[src/rtl/macc_accum.sv]
// macc_accum: streaming signed multiply-accumulate producing one dot product
// per 'last'-terminated run of samples.
//
// Pipeline: S1 operand register -> S2 product register -> S3 accumulator ->
// result register. A sample accepted at edge t shows its result after edge
// t+3. Downstream backpressure freezes every stage at once, so nothing is
// dropped and nothing moves while a result is waiting to be taken.
module macc_accum #(
  parameter int A_WIDTH   = 25,
  parameter int B_WIDTH   = 18,
  parameter int ACC_WIDTH = 48
) (
  input  logic                        clk,
  input  logic                        resetn,
  input  logic                        clr,
  input  logic                        in_valid,
  output logic                        in_ready,
  input  logic signed [A_WIDTH-1:0]   a,
  input  logic signed [B_WIDTH-1:0]   b,
  input  logic                        last,
  output logic                        out_valid,
  input  logic                        out_ready,
  output logic signed [ACC_WIDTH-1:0] acc_out,
  output logic                        ovf
);

  localparam int P_WIDTH = A_WIDTH + B_WIDTH;
  localparam int STAGES  = 3;

  // The product must fit the accumulator without truncation.
  generate
    if (ACC_WIDTH < P_WIDTH) begin : g_width_chk
      $error("macc_accum: ACC_WIDTH must be >= A_WIDTH + B_WIDTH");
    end
  endgenerate

  // Operand stage payload.
  typedef struct packed {
    logic [A_WIDTH-1:0] a;
    logic [B_WIDTH-1:0] b;
  } opnd_t;

  // Stage valid / last shift registers; index n is the output of stage Sn.
  logic [STAGES:1] vld_pipe_q, vld_pipe_d;
  logic [STAGES:1] lst_pipe_q, lst_pipe_d;

  // S1 / S2 data.
  opnd_t                       s1_q, s1_d;
  logic signed [P_WIDTH-1:0]   p_q, p_d;

  // S3 accumulator state.
  logic signed [ACC_WIDTH-1:0] acc_q, acc_d;
  logic                        s3_ovf_q, s3_ovf_d;
  logic                        first_q, first_d;
  logic                        sticky_q, sticky_d;

  // Result register.
  logic                        out_valid_q, out_valid_d;
  logic signed [ACC_WIDTH-1:0] acc_out_q, acc_out_d;
  logic                        ovf_q, ovf_d;

  // Handshake / datapath intermediates.
  logic                        stall;
  logic                        accept;
  logic signed [P_WIDTH-1:0]   prod;
  logic signed [ACC_WIDTH-1:0] p_ext;
  logic signed [ACC_WIDTH-1:0] addend;
  logic signed [ACC_WIDTH-1:0] sum;
  logic                        add_ovf;

  // Flow control: a held result freezes the pipe; clr also blocks intake.
  always_comb begin
    stall    = out_valid_q && !out_ready;
    in_ready = !stall && !clr;
    accept   = in_valid && in_ready;
  end

  // Arithmetic: full-width signed product, then wrap-around accumulate with
  // two's-complement overflow detection (operands same sign, result differs).
  always_comb begin
    prod    = $signed(s1_q.a) * $signed(s1_q.b);
    p_ext   = ACC_WIDTH'(p_q);
    addend  = first_q ? '0 : acc_q;
    sum     = addend + p_ext;
    add_ovf = (addend[ACC_WIDTH-1] == p_ext[ACC_WIDTH-1]) &&
              (sum[ACC_WIDTH-1] != addend[ACC_WIDTH-1]);
  end

  // Valid/last shift and S1/S2 data capture.
  always_comb begin
    vld_pipe_d = vld_pipe_q;
    lst_pipe_d = lst_pipe_q;
    s1_d       = s1_q;
    p_d        = p_q;
    if (clr) begin
      vld_pipe_d = '0;
      lst_pipe_d = '0;
    end else if (!stall) begin
      vld_pipe_d = {vld_pipe_q[STAGES-1:1], accept};
      lst_pipe_d = {lst_pipe_q[STAGES-1:1], accept && last};
      if (accept) begin
        s1_d.a = a;
        s1_d.b = b;
      end
      if (vld_pipe_q[1]) p_d = prod;
    end
  end

  // S3: fold the product into the running sum; 'first' restarts the sum and
  // the sticky overflow after each completed dot product.
  always_comb begin
    acc_d    = acc_q;
    s3_ovf_d = s3_ovf_q;
    first_d  = first_q;
    sticky_d = sticky_q;
    if (clr) begin
      acc_d    = '0;
      s3_ovf_d = 1'b0;
      first_d  = 1'b1;
      sticky_d = 1'b0;
    end else if (!stall && vld_pipe_q[2]) begin
      acc_d    = sum;
      s3_ovf_d = sticky_q || add_ovf;
      first_d  = lst_pipe_q[2];
      sticky_d = lst_pipe_q[2] ? 1'b0 : (sticky_q || add_ovf);
    end
  end

  // Result register: loads when a 'last' sample leaves S3; otherwise an
  // unstalled cycle means any previous result was taken, so valid drops.
  always_comb begin
    out_valid_d = out_valid_q;
    acc_out_d   = acc_out_q;
    ovf_d       = ovf_q;
    if (clr) begin
      out_valid_d = 1'b0;
      ovf_d       = 1'b0;
    end else if (!stall) begin
      out_valid_d = vld_pipe_q[3] && lst_pipe_q[3];
      if (vld_pipe_q[3] && lst_pipe_q[3]) begin
        acc_out_d = acc_q;
        ovf_d     = s3_ovf_q;
      end
    end
  end

  // State registers with asynchronous active-low reset.
  always_ff @(posedge clk or negedge resetn) begin
    if (!resetn) begin
      vld_pipe_q  <= '0;
      lst_pipe_q  <= '0;
      s1_q        <= '0;
      p_q         <= '0;
      acc_q       <= '0;
      s3_ovf_q    <= 1'b0;
      first_q     <= 1'b1;
      sticky_q    <= 1'b0;
      out_valid_q <= 1'b0;
      acc_out_q   <= '0;
      ovf_q       <= 1'b0;
    end else begin
      vld_pipe_q  <= vld_pipe_d;
      lst_pipe_q  <= lst_pipe_d;
      s1_q        <= s1_d;
      p_q         <= p_d;
      acc_q       <= acc_d;
      s3_ovf_q    <= s3_ovf_d;
      first_q     <= first_d;
      sticky_q    <= sticky_d;
      out_valid_q <= out_valid_d;
      acc_out_q   <= acc_out_d;
      ovf_q       <= ovf_d;
    end
  end

  assign out_valid = out_valid_q;
  assign acc_out   = acc_out_q;
  assign ovf       = ovf_q;

endmodule

[config.mk]
export PLATFORM = sky130hd
export DESIGN_NAME = macc_accum
export DESIGN_NICKNAME = d
export VERILOG_FILES = /design/src/rtl/macc_accum.sv
export SDC_FILE = /design/constraint.sdc
export NUM_CORES = 2
export LEC_CHECK = 0
export ABC_AREA = 1
export CORE_ASPECT_RATIO = 0.7
export CORE_MARGIN = 2
export CORE_UTILIZATION = 40
export CTS_CLUSTER_DIAMETER = 60
export DETAILED_ROUTE_END_ITERATION = 8
export PLACE_DENSITY_LB_ADDON = 0.1
export RECOVER_POWER = 50
export SKIP_LAST_GASP = 1
export SYNTH_ARGS = -nofsm -noshare
export SYNTH_HDL_FRONTEND = slang
export SYNTH_SLANG_ARGS = --single-unit
[constraint.sdc]
create_clock -name clk -period 13.85 [get_ports clk]
set_clock_uncertainty 0.15 [all_clocks]
set_input_delay 2.77 -clock clk [delete_from_list [all_inputs] [get_ports clk]]
set_output_delay 2.77 -clock clk [all_outputs]
set_load 0.01 [all_outputs]
==> metrics.txt <==
# TYPE chip_impl_metric gauge
chip_impl_metric{name="worst_ep_required_time",unit="ps"} 13470
chip_impl_metric{name="place_congestion",unit=""} 0.951
chip_impl_metric{name="synthToLayoutAreaGrowth",unit="%"} 8.62
chip_impl_info{name="critical_path.top_delay_family",value="buffers and inverters"} 1
chip_impl_metric{name="final.period_utilization",unit=""} 0.624
chip_impl_metric{name="timing.critical_path.buf_inv",unit=""} 2
chip_impl_metric{name="mean_number_of_vias_per_cell",unit=""} 4.82
chip_impl_metric{name="synthesis.instances",unit=""} 3798
chip_impl_metric{name="antenna-diode-count",unit=""} 0
chip_impl_info{name="path_cells",value="clkbuf_1, clkbuf_1"} 1
chip_impl_metric{name="worst_path_largest_cell_delay",unit="ps"} 2740
chip_impl_metric{name="stdcell_count",unit=""} 4737
chip_impl_metric{name="drv_cap",unit=""} 4
chip_impl_metric{name="post_synth_num_cell_types",unit=""} 40
chip_impl_metric{name="cts_buffers",unit=""} 17
chip_impl_metric{name="final-hold-violation-count",unit=""} 0
chip_impl_metric{name="netlist.area_leader.share",unit=""} 0.313
chip_impl_info{name="cell_chosen_for_the_clock_root",value="clkbuf_16"} 1
chip_impl_metric{name="timing_max_transition_violations_final",unit=""} 234
chip_impl_metric{name="filler_cell_count",unit=""} 7338
chip_impl_metric{name="nets",unit=""} 4456
chip_impl_metric{name="globalRouteOverflowTotal",unit=""} 0
chip_impl_metric{name="grt_use_total",unit=""} 0.247
chip_impl_metric{name="grt_start_max_net_pins",unit=""} 97
chip_impl_metric{name="worst_slew_pin_slew",unit="ps"} 3790
chip_impl_metric{name="insertion_delay",unit="ps"} 520
chip_impl_info{name="critical_path.startpoint_type",value="input port"} 1
chip_impl_metric{name="postRouteAntennaNets",unit=""} 0
chip_impl_metric{name="std_cell_rows",unit=""} 81
chip_impl_metric{name="die-area",unit="um^2"} 72800
chip_impl_metric{name="final.hold.worst_slack",unit="ps"} 333
chip_impl_metric{name="floorplan.initialDensity",unit=""} 0.404
chip_impl_metric{name="pin_count",unit=""} 100
chip_impl_metric{name="vias",unit=""} 22813
chip_impl_metric{name="worst-path-max-fanout",unit=""} 71
chip_impl_metric{name="detail_route.wl_per_cell",unit="um"} 17.9
chip_impl_metric{name="detailed_routing_iterations_pass_1",unit=""} 7
chip_impl_metric{name="async_flop_share",unit=""} 1.00
chip_impl_metric{name="post_dp_cell_area",unit="um^2"} 30100
chip_impl_metric{name="first_global_vias",unit=""} 22837
chip_impl_metric{name="cts_resized",unit=""} 0
chip_impl_info{name="cts_tree",value="yes"} 1
chip_impl_metric{name="ys_seq_elements",unit=""} 193
chip_impl_metric{name="timing.final.crit_period",unit="ps"} 8650
chip_impl_metric{name="fin_setup_tns",unit="ps"} 0
chip_impl_metric{name="synth.avg_cell_area",unit="um^2"} 7.43
chip_impl_metric{name="clock_tree.htree_level_count",unit=""} 4
chip_impl_info{name="synth_top_area_cell",value="fa_1"} 1
chip_impl_info{name="critical_path_class",value="in -> async"} 1
chip_impl_info{name="synthTopCellsByArea",value="fa_1 (31%), dfrtp_1 (17%), nand2_1 (15%), inv_1 (13%), ha_1 (6.8%)"} 1
chip_impl_metric{name="synth-edff-count",unit=""} 0
chip_impl_metric{name="setup_viol",unit=""} 0
chip_impl_metric{name="post-place-cells",unit=""} 4705
chip_impl_metric{name="clk_transition_reported_paths",unit="ps"} 80
chip_impl_metric{name="die_x",unit="um"} 322
chip_impl_info{name="grt_setup_unrepaired",value="no"} 1
chip_impl_info{name="nature_of_the_critical_path_endpoint",value="asynchronous set/reset pin"} 1
chip_impl_metric{name="synth_nets",unit=""} 4443
chip_impl_metric{name="detailed_placer_s_ending_hpwl",unit="um"} 69200
chip_impl_metric{name="post-cts-setup-buffer-count",unit=""} 0
chip_impl_info{name="critical_path.most_common_cell",value="clkbuf_1"} 1
chip_impl_metric{name="input_output_buffers",unit=""} 99
chip_impl_metric{name="timing.critical_path.arrival",unit="ps"} 8270
chip_impl_metric{name="maximum_clock_frequency",unit="MHz"} 116
chip_impl_metric{name="violation_count_after_the_first_detailed_routing_iteration",unit=""} 2056
chip_impl_metric{name="clkSinkCount",unit=""} 193
chip_impl_metric{name="totalWireLength",unit="um"} 85000
chip_impl_metric{name="synth_sequential_area_ratio",unit=""} 0.171
chip_impl_metric{name="postCtsHoldBufs",unit=""} 0
chip_impl_info{name="violations",value="max-capacitance violations, max-slew violations"} 1
chip_impl_metric{name="synth-warning-count",unit=""} 0
chip_impl_metric{name="grt_antenna_before_repair",unit=""} 0
chip_impl_metric{name="cts_max_path_buffers",unit=""} 2
chip_impl_info{name="synth_top_flop_cell",value="dfrtp_1"} 1
chip_impl_metric{name="final_cell_area",unit="um^2"} 30700
chip_impl_metric{name="grt_first_pass_wirelength",unit="um"} 136000
chip_impl_metric{name="drive_gt1_frac",unit=""} 0.0397
chip_impl_metric{name="syn_area",unit="um^2"} 28200
chip_impl_metric{name="relative_slew_slack",unit=""} -1.53
chip_impl_info{name="outcome",value="finished with violations"} 1
chip_impl_metric{name="core_area",unit="um^2"} 69800
chip_impl_info{name="crit_slowest_cell",value="clkbuf_1"} 1
chip_impl_metric{name="floorplan.die.height",unit="um"} 226
chip_impl_info{name="min-delay-path-class",value="reg -> reg"} 1
chip_impl_metric{name="drcViolationCount",unit=""} 0
stage by stage:
stage                      util  setup WS, ps
after floorplan               -          7860
after global placement    0.431          6730
after detailed placement  0.431          6720
after CTS                 0.440          6700
after global routing      0.439          3690
final                     0.439          5200
layout by cell type, fill, tap and decap left out, types with 32 or more instances in the layout:
| cell | n |
|---|---|
| o21ai_0 | 148 |
| a21oi_1 | 112 |
| inv_1 | 947 |
| buf_4 | 33 |
| nor2_1 | 224 |
| nand4_1 | 32 |
| clkdlybuf4s50_1 | 89 |
| nand2_1 | 1104 |
| fa_1 | 442 |
| nand3_1 | 107 |
| dfrtp_1 | 192 |
| mux2_2 | 42 |
| ha_1 | 154 |
cells by family (layout without fill, tap and decap cells):
family                   Yosys count  in the layout  share of synthesized area
adder cells (fa/ha/maj)          596            596                      0.382
AND/OR/NAND/NOR                 1540           1540                      0.220
XOR/XNOR                          20             20                    0.00620
flip-flops                       193            193                      0.171
AO/OA/AOI/OAI                    312            312                     0.0583
buffers and inverters           1095           1121                      0.146
multiplexers                      42             42                     0.0167
per-layer routing:
layer  up-vias  track usage  part of all wire
met5         -            0                 0
met4         0       0.0383             0.010
met3        56       0.0485             0.073
met2       630        0.339              0.39
met1     10989        0.401              0.53
li1      11138            -                 -
final timing paths:
kind | start | endpoint | slack [ps] | cells after the start
max | resetn | s1_q[7]$_DFFE_PN0P_ | 5200 | 2
min | acc_q[43]$_DFFE_PN0P_ | acc_q[43]$_DFFE_PN0P_ | 330 | 2
max reg2reg | s1_q[29]$_DFFE_PN0P_ | p_q[40]$_DFFE_PN0P_ | 7270 | 18
min reg2reg | acc_q[43]$_DFFE_PN0P_ | acc_q[43]$_DFFE_PN0P_ | 330 | 2
max in group clk | clr | in_ready | 6590 | 5
min in group asynchronous | resetn | acc_out[1]$_DFFE_PN0P_ | 3410 | 1
state kept, by name (all words and copies together) (netlist names), 3 cells and up:
register,flops
p_q,43
acc_q,48
vld_pipe_q,3
s1_q,43
acc_out,48
lst_pipe_q,3
cell type report:
cell class              instances  area [um^2]  area share
clock buffers                  18          429      0.0140
clock inverters                14          166     0.00543
inverters                     954         3580       0.117
multi-input cells            2510        19300       0.629
flip-flops and latches        193         4830       0.158
well taps                     913         1140      0.0372
repair buffers                135         1240      0.0406
synthesized netlist by cell type (13+ instances only):
cell,instances
nor2_1,225
nand3b_1,14
o21ai_0,147
fa_1,442
o21ai_1,15
inv_1,946
nand4_1,32
ha_1,154
a21oi_1,112
dfrtp_1,192
clkbuf_1,117
mux2_2,42
nor3_1,13
buf_2,13
nand2_1,1105
nand3_1,107
o21bai_1,18
Power is not shown: default switching activity piles up to over one toggle a cycle in this logic, so the estimate is an artifact.
